File: src/rtl/fetch_stage.sv
// ---------------------------------------------------------------------------
// fetch_stage
//
// Instruction-fetch stage of the 5-stage RISC-V pipeline. Owns the PC, runs a
// variable-latency request/ready handshake towards instruction memory, and
// drives the IF/ID pipeline register that the decode stage consumes.
//
// Memory wait states become bubbles in IF/ID. A word that returns while
// decode is stalled is parked in a one-entry hold buffer. A redirect that
// arrives while a request is still outstanding moves the FSM to KILL. KILL
// lets that request finish, drops its data, and then jumps to the target.
//
// Optional feature (compile-time macro FETCH_PERF_EN):
//   When defined, the stage adds perf_fetch_cnt_o and perf_bubble_cnt_o.
//   These are free-running, wrapping 32-bit event counters.
//
// Parameters:
//   RESET_PC   PC loaded on reset
//   NOP_INSTR  bubble encoding written into IF/ID (addi x0,x0,0)
//
// Ports:
//   clk                clock, all state updates on the rising edge
//   rst                asynchronous active-high reset
//   if_id_en_i         1 = decode accepts a new IF/ID value this cycle
//   if_id_flush_i      clear IF/ID to a bubble
//   pc_next_sel_i      branch/jump taken, redirect fetch
//   branch_target_i    redirect target (bits [1:0] ignored)
//   imem_req_o         instruction request valid
//   imem_addr_o        request address (always the PC)
//   imem_rdata_i       instruction word, valid while imem_ready_i=1
//   imem_ready_i       request completes this cycle
//   if_id_pc_o         PC of the instruction in IF/ID
//   if_id_instr_o      instruction in IF/ID
//   if_id_valid_o      IF/ID holds a real instruction
//   fetch_bubble_o     last IF/ID load was a memory-wait bubble
//   perf_fetch_cnt_o   (FETCH_PERF_EN only) count of valid IF/ID loads
//   perf_bubble_cnt_o  (FETCH_PERF_EN only) cycles with fetch_bubble_o set
// ---------------------------------------------------------------------------
module fetch_stage #(
    parameter logic [31:0] RESET_PC  = 32'h0000_0000,
    parameter logic [31:0] NOP_INSTR = 32'h0000_0013
) (
    input  logic        clk,
    input  logic        rst,
    input  logic        if_id_en_i,
    input  logic        if_id_flush_i,
    input  logic        pc_next_sel_i,
    input  logic [31:0] branch_target_i,
    output logic        imem_req_o,
    output logic [31:0] imem_addr_o,
    input  logic [31:0] imem_rdata_i,
    input  logic        imem_ready_i,
    output logic [31:0] if_id_pc_o,
    output logic [31:0] if_id_instr_o,
    output logic        if_id_valid_o,
    output logic        fetch_bubble_o
`ifdef FETCH_PERF_EN
    ,
    output logic [31:0] perf_fetch_cnt_o,
    output logic [31:0] perf_bubble_cnt_o
`endif
);

    typedef enum logic [1:0] {
        ST_FETCH = 2'd0,  // request outstanding at pc
        ST_HOLD  = 2'd1,  // fetched word parked, waiting for decode
        ST_KILL  = 2'd2   // request outstanding, but its data is unwanted
    } state_t;

    // -----------------------------------------------------------------------
    // State
    // -----------------------------------------------------------------------
    state_t      state_reg, state_next;
    logic [31:0] pc_reg, pc_next;
    logic [31:0] redir_reg, redir_next;
    logic [31:0] hold_pc_reg, hold_pc_next;
    logic [31:0] hold_instr_reg, hold_instr_next;

    logic [31:0] if_id_pc_reg, if_id_pc_next;
    logic [31:0] if_id_instr_reg, if_id_instr_next;
    logic        if_id_valid_reg, if_id_valid_next;
    logic        fetch_bubble_reg, fetch_bubble_next;

    // Per-cycle IF/ID load decision produced by the FSM
    logic        load_word;    // load {word_pc, word_instr} as a valid entry
    logic        load_bubble;  // load a bubble
    logic        mem_wait;     // the bubble is due to memory latency
    logic [31:0] word_pc;
    logic [31:0] word_instr;

    logic [31:0] target;
    logic [31:0] pc_plus4;

    assign target   = {branch_target_i[31:2], 2'b00};
    assign pc_plus4 = pc_reg + 32'd4;

    // The address is the PC itself. The PC only moves when a request
    // completes or when leaving HOLD, so the address stays stable mid-request.
    assign imem_addr_o = pc_reg;
    assign imem_req_o  = (state_reg != ST_HOLD);

    // -----------------------------------------------------------------------
    // State registers
    // -----------------------------------------------------------------------
    always_ff @(posedge clk or posedge rst) begin
        if (rst) begin
            state_reg        <= ST_FETCH;
            pc_reg           <= RESET_PC;
            redir_reg        <= 32'h0;
            hold_pc_reg      <= 32'h0;
            hold_instr_reg   <= NOP_INSTR;
            if_id_pc_reg     <= 32'h0;
            if_id_instr_reg  <= NOP_INSTR;
            if_id_valid_reg  <= 1'b0;
            fetch_bubble_reg <= 1'b0;
        end else begin
            state_reg        <= state_next;
            pc_reg           <= pc_next;
            redir_reg        <= redir_next;
            hold_pc_reg      <= hold_pc_next;
            hold_instr_reg   <= hold_instr_next;
            if_id_pc_reg     <= if_id_pc_next;
            if_id_instr_reg  <= if_id_instr_next;
            if_id_valid_reg  <= if_id_valid_next;
            fetch_bubble_reg <= fetch_bubble_next;
        end
    end

    // -----------------------------------------------------------------------
    // Next-state logic. A redirect always takes priority over a capture and
    // over a decode stall.
    // -----------------------------------------------------------------------
    always_comb begin
        state_next      = state_reg;
        pc_next         = pc_reg;
        redir_next      = redir_reg;
        hold_pc_next    = hold_pc_reg;
        hold_instr_next = hold_instr_reg;
        load_word       = 1'b0;
        load_bubble     = 1'b0;
        mem_wait        = 1'b0;
        word_pc         = pc_reg;
        word_instr      = imem_rdata_i;

        case (state_reg)
            ST_FETCH: begin
                if (imem_ready_i) begin
                    if (pc_next_sel_i) begin
                        // Fetched word belongs to the wrong path
                        pc_next     = target;
                        load_bubble = 1'b1;
                    end else if (if_id_en_i) begin
                        load_word = 1'b1;
                        pc_next   = pc_plus4;
                    end else begin
                        // Decode stalled: park the word, stop requesting
                        hold_pc_next    = pc_reg;
                        hold_instr_next = imem_rdata_i;
                        state_next      = ST_HOLD;
                    end
                end else begin
                    if (pc_next_sel_i) begin
                        // Cannot retract the request, so remember where to go
                        redir_next  = target;
                        state_next  = ST_KILL;
                        load_bubble = 1'b1;
                    end else if (if_id_en_i) begin
                        load_bubble = 1'b1;
                        mem_wait    = 1'b1;
                    end
                end
            end

            ST_HOLD: begin
                if (pc_next_sel_i) begin
                    pc_next     = target;
                    state_next  = ST_FETCH;
                    load_bubble = 1'b1;
                end else if (if_id_en_i) begin
                    load_word  = 1'b1;
                    word_pc    = hold_pc_reg;
                    word_instr = hold_instr_reg;
                    pc_next    = pc_plus4;
                    state_next = ST_FETCH;
                end
            end

            ST_KILL: begin
                // Last redirect wins, including one in the completing cycle
                if (pc_next_sel_i) begin
                    redir_next = target;
                end
                if (imem_ready_i) begin
                    pc_next    = pc_next_sel_i ? target : redir_reg;
                    state_next = ST_FETCH;
                end
                // A redirect-induced bubble does not count as a memory wait
                if (pc_next_sel_i || if_id_en_i) begin
                    load_bubble = 1'b1;
                end
            end

            default: begin
                state_next = ST_FETCH;
            end
        endcase

        // Flush only touches IF/ID: a word that would have been loaded is
        // dropped, while the PC and FSM advance as decided above.
        if (if_id_flush_i) begin
            load_word   = 1'b0;
            load_bubble = 1'b1;
            mem_wait    = 1'b0;
        end
    end

    // -----------------------------------------------------------------------
    // IF/ID register next value. It holds unless the FSM asked for a load.
    // -----------------------------------------------------------------------
    always_comb begin
        if_id_pc_next     = if_id_pc_reg;
        if_id_instr_next  = if_id_instr_reg;
        if_id_valid_next  = if_id_valid_reg;
        fetch_bubble_next = fetch_bubble_reg;

        if (load_word) begin
            if_id_pc_next     = word_pc;
            if_id_instr_next  = word_instr;
            if_id_valid_next  = 1'b1;
            fetch_bubble_next = 1'b0;
        end else if (load_bubble) begin
            if_id_pc_next     = 32'h0;
            if_id_instr_next  = NOP_INSTR;
            if_id_valid_next  = 1'b0;
            fetch_bubble_next = mem_wait;
        end
    end

    assign if_id_pc_o     = if_id_pc_reg;
    assign if_id_instr_o  = if_id_instr_reg;
    assign if_id_valid_o  = if_id_valid_reg;
    assign fetch_bubble_o = fetch_bubble_reg;

`ifdef FETCH_PERF_EN
    // -----------------------------------------------------------------------
    // Performance counters (wrapping)
    // -----------------------------------------------------------------------
    logic [31:0] perf_fetch_cnt_reg;
    logic [31:0] perf_bubble_cnt_reg;

    always_ff @(posedge clk or posedge rst) begin
        if (rst) begin
            perf_fetch_cnt_reg  <= 32'h0;
            perf_bubble_cnt_reg <= 32'h0;
        end else begin
            if (load_word) begin
                perf_fetch_cnt_reg <= perf_fetch_cnt_reg + 32'd1;
            end
            if (fetch_bubble_reg) begin
                perf_bubble_cnt_reg <= perf_bubble_cnt_reg + 32'd1;
            end
        end
    end

    assign perf_fetch_cnt_o  = perf_fetch_cnt_reg;
    assign perf_bubble_cnt_o = perf_bubble_cnt_reg;
`endif

endmodule

File: config.mk
export PLATFORM = sky130hd
export DESIGN_NAME = fetch_stage
export DESIGN_NICKNAME = d
export VERILOG_FILES = /design/src/rtl/fetch_stage.sv
export SDC_FILE = /design/constraint.sdc
export NUM_CORES = 1
export LEC_CHECK = 0
export CAP_MARGIN = 20
export CORE_ASPECT_RATIO = 1.4
export CORE_MARGIN = 2
export CORE_UTILIZATION = 31
export CTS_BUF_LIST = sky130_fd_sc_hd__clkbuf_16
export DETAILED_ROUTE_END_ITERATION = 10
export SYNTH_ARGS = -nofsm -noshare
export SYNTH_HDL_FRONTEND = slang
export SYNTH_SLANG_ARGS = --single-unit
File: constraint.sdc
create_clock -name clk -period 6.6 [get_ports clk]
set_input_delay 0.99 -clock clk [delete_from_list [all_inputs] [get_ports clk]]
set_output_delay 0.99 -clock clk [all_outputs]
set_load 0.03 [all_outputs]
==> results_dict.tcl <==
set metrics [dict create \
    setup_tns_ns 0 \
    reg2reg_from "state_reg[0]" \
    crit_path_end_kind "register" \
    fin_util_pct 40.19 \
    cts_resized 0 \
    numCtsBuffers 17 \
    htreeDepth 4 \
    finalPower_w 0.003331 \
    worst_ep_required_time_ns 6.95 \
    cts.clk_slew.worst_paths_ns 0.07 \
    area_growth_pct 28.65 \
    cts_root_buf "clkbuf_16" \
    synth-main-ff-cell "dfrtp_1" \
    io_pins 169 \
    status "finished clean" \
    post-route-period-util_pct 59.53 \
    wl_per_cell_um 18.74 \
    yosys.area.top_type "dfrtp_1" \
    netlist_area_um2 9054 \
    worst_pin_slew_ns 0.9859 \
    maxSlewHeadroom_pct 34.20 \
    nets 967 \
    fin_worst_skew_ns 0.01243 \
    synth_most_common_cell "dfrtp_1" \
    maxSlewViolCount 0 \
    worst_slack_ns 2.671 \
    via_per_inst 5.208 \
    synth_edf_count 0 \
    r2r_cells 4 \
    clock_path_buffers 2 \
    track_usage_pct 16.31 \
    avgSynthCellArea_um2 11.91 \
    clock_latency_ns 0.44 \
    setup_viol 0 \
    synth_top_area_share_pct 52.52 \
    seqCellArea_um2 4912 \
    drtIter0Drc 399 \
    cp_data_arrival_time_ns 4.28 \
    grt_max_degree 136 \
    wirelength_um 24130 \
    yosys-top-cells-area "dfrtp_1, mux2_2, mux2i_1" \
    netlist_top_cells_count "dfrtp_1, mux2_2, o2bb2ai_1, mux2i_1, nand2_1" \
    hold_path.class "reg2reg" \
    vias 6708 \
    critical_path.slowest_cell "inv_1" \
    yosys_warnings 0 \
    row_count 74 \
    grt_pass1_wl_um 38960 \
    cp_cell_sequence "clkdlybuf4s50_1 > buf_4 > inv_1 > o21ai_0 > a21oi_1 > and2_2 > buf_4 > o2bb2ai_1" \
    die_x_um 148.4 \
    cp_max_fo 45 \
    timing.rr.end "if_id_pc_o[11]" \
    critPathLaunchType "primary input" \
    initial_core_util_pct 31.24 \
    drive_gt1_share_pct 17.18 \
    hold_viol_final 0 \
    ys_seq_area_share_pct 54.26 \
    synth_cell_types 52 \
    syn_inst 760 \
    leakagePower_nw 4.585 \
    hold_buffers 0 \
    rsz0062_at_grt "false" \
    cts_tree "yes" \
    postRouteAntennaNets 0 \
    syn-num-nets 831 \
    whs_endpoint "if_id_instr_o[28]" \
    synth_seq_cells 196 \
    drc_errors 0 \
    place_ws_ns 2.199 \
    min_delay_path_depth 1 \
    multi_input_area_um2 3866 \
    portBuffers 166 \
    final.fill_count 2793 \
    holdCritStartpoint "if_id_instr_o[28]" \
    irDropWorstVdd_mv 0.1493 \
    cts.sinks 196 \
    crit_top_cell "buf_4" \
    async_reset_ff_share_pct 100.0 \
    core_region_area_um2 28980 \
    fmax_mhz 254.5 \
    antenna_found_initial 0 \
    grt_pass1_vias 6732 \
    fin_crit_ns 3.929 \
    antenna_cells 0 \
    max-cap-violations 0 \
    place_congestion 0.7706 \
    overflow 0 \
    post_cts_buffers 0 \
    dp_hpwl_um 15620 \
    die-area_um2 30610 \
    path_class "in2reg" \
    power.density_nw_per_um2 286.0 \
    die_h_um 206.2 \
    max_stage_delay_ns 0.78 \
    drt_first_pass_iters 5 \
    r2r_setup_slack_ns 3.86 \
]
-- metal layers --
layer / vias up / track usage (%) / share of wire [%]
met5: - / 0 / 0
met4: 0 / 4.728 / 1.6
met3: 21 / 3.024 / 4.5
met2: 183 / 27.15 / 49
met1: 3398 / 21.73 / 45
li1: 3106 / - / -
-- how the worst max path moves through the flow --
stage                  startpoint           endpoint  slack [ns]  depth (start not counted)
floorplan                     rst     fetch_bubble_o        0.28                          1
global placement    pc_next_sel_i  if_id_instr_o[25]        2.19                          8
detailed placement  pc_next_sel_i  if_id_instr_o[26]        2.20                          8
CTS                 pc_next_sel_i  if_id_instr_o[24]        2.64                          8
global route        pc_next_sel_i  if_id_instr_o[26]        2.42                          8
finish              pc_next_sel_i  if_id_instr_o[24]        2.67                          8
-- cell usage in the layout (no fill, tap or decap), drive strengths merged, types with 4 or more instances in the layout --
cell type        n
a221oi           4
clkinv           5
nor2            22
mux2i           62
nor2b            4
dfrtp          190
dfstp            6
inv             15
buf             12
o21ai           40
nor3             6
o22ai            7
or4              4
clkbuf          17
mux2            95
o31a             4
and3            20
nand3           16
clkdlybuf4s50  166
nor4             6
nand4            8
nand2           44
o31ai            4
a21oi           35
a31oi            4
o2bb2ai         64
a22o             5
-- area by class of cell --
type	instances	share of cell area (%)
inverter	9	0.3545
clock buffer	17	3.652
clock inverter	14	1.504
tap	380	4.082
multi-input combinational	494	33.19
sequential	196	42.17
timing repair buffer	178	15.04
-- metrics by stage --
stage | instances | instance area (µm²) | hold WS [ns]
floorplan | 760 | 9054 | 0.4648
global placement | 1257 | 11050 | 0.4663
detailed placement | 1257 | 11050 | 0.4738
CTS | 1288 | 11650 | 0.4912
global route | 1288 | 11650 | 0.5043
finish | 1288 | 11650 | 0.4853
-- cell families (layout without fill, tap and decap cells) --
logic type,count (synthesis),in the layout,synth area share (%)
and+or+nand+nor,144,144,8.637
buffers and inverters,70,218,3.248
adders and majority gates,1,1,0.1382
muxes,157,157,18.67
AOI/OAI and AO/OA,192,192,15.05
DFF,196,196,54.26
-- worst max-delay path: cells and delay by family --
| kind | cells | cell delay [ns] |
|---|---|---|
| AO/OA/AOI/OAI | 3 | 0.67 |
| buffers and inverters | 4 | 1.99 |
| AND/OR/NAND/NOR | 1 | 0.57 |
-- power breakdown --
part | switching, W | total [W] | internal (W)
logic | 0.000332 | 0.000656 | 0.000325
registers | 0.000181 | 0.00159 | 0.00140
clock network | 0.000488 | 0.00109 | 0.000602
total | 0.00100 | 0.00333 | 0.00233
(Power assumes the default switching activity.)
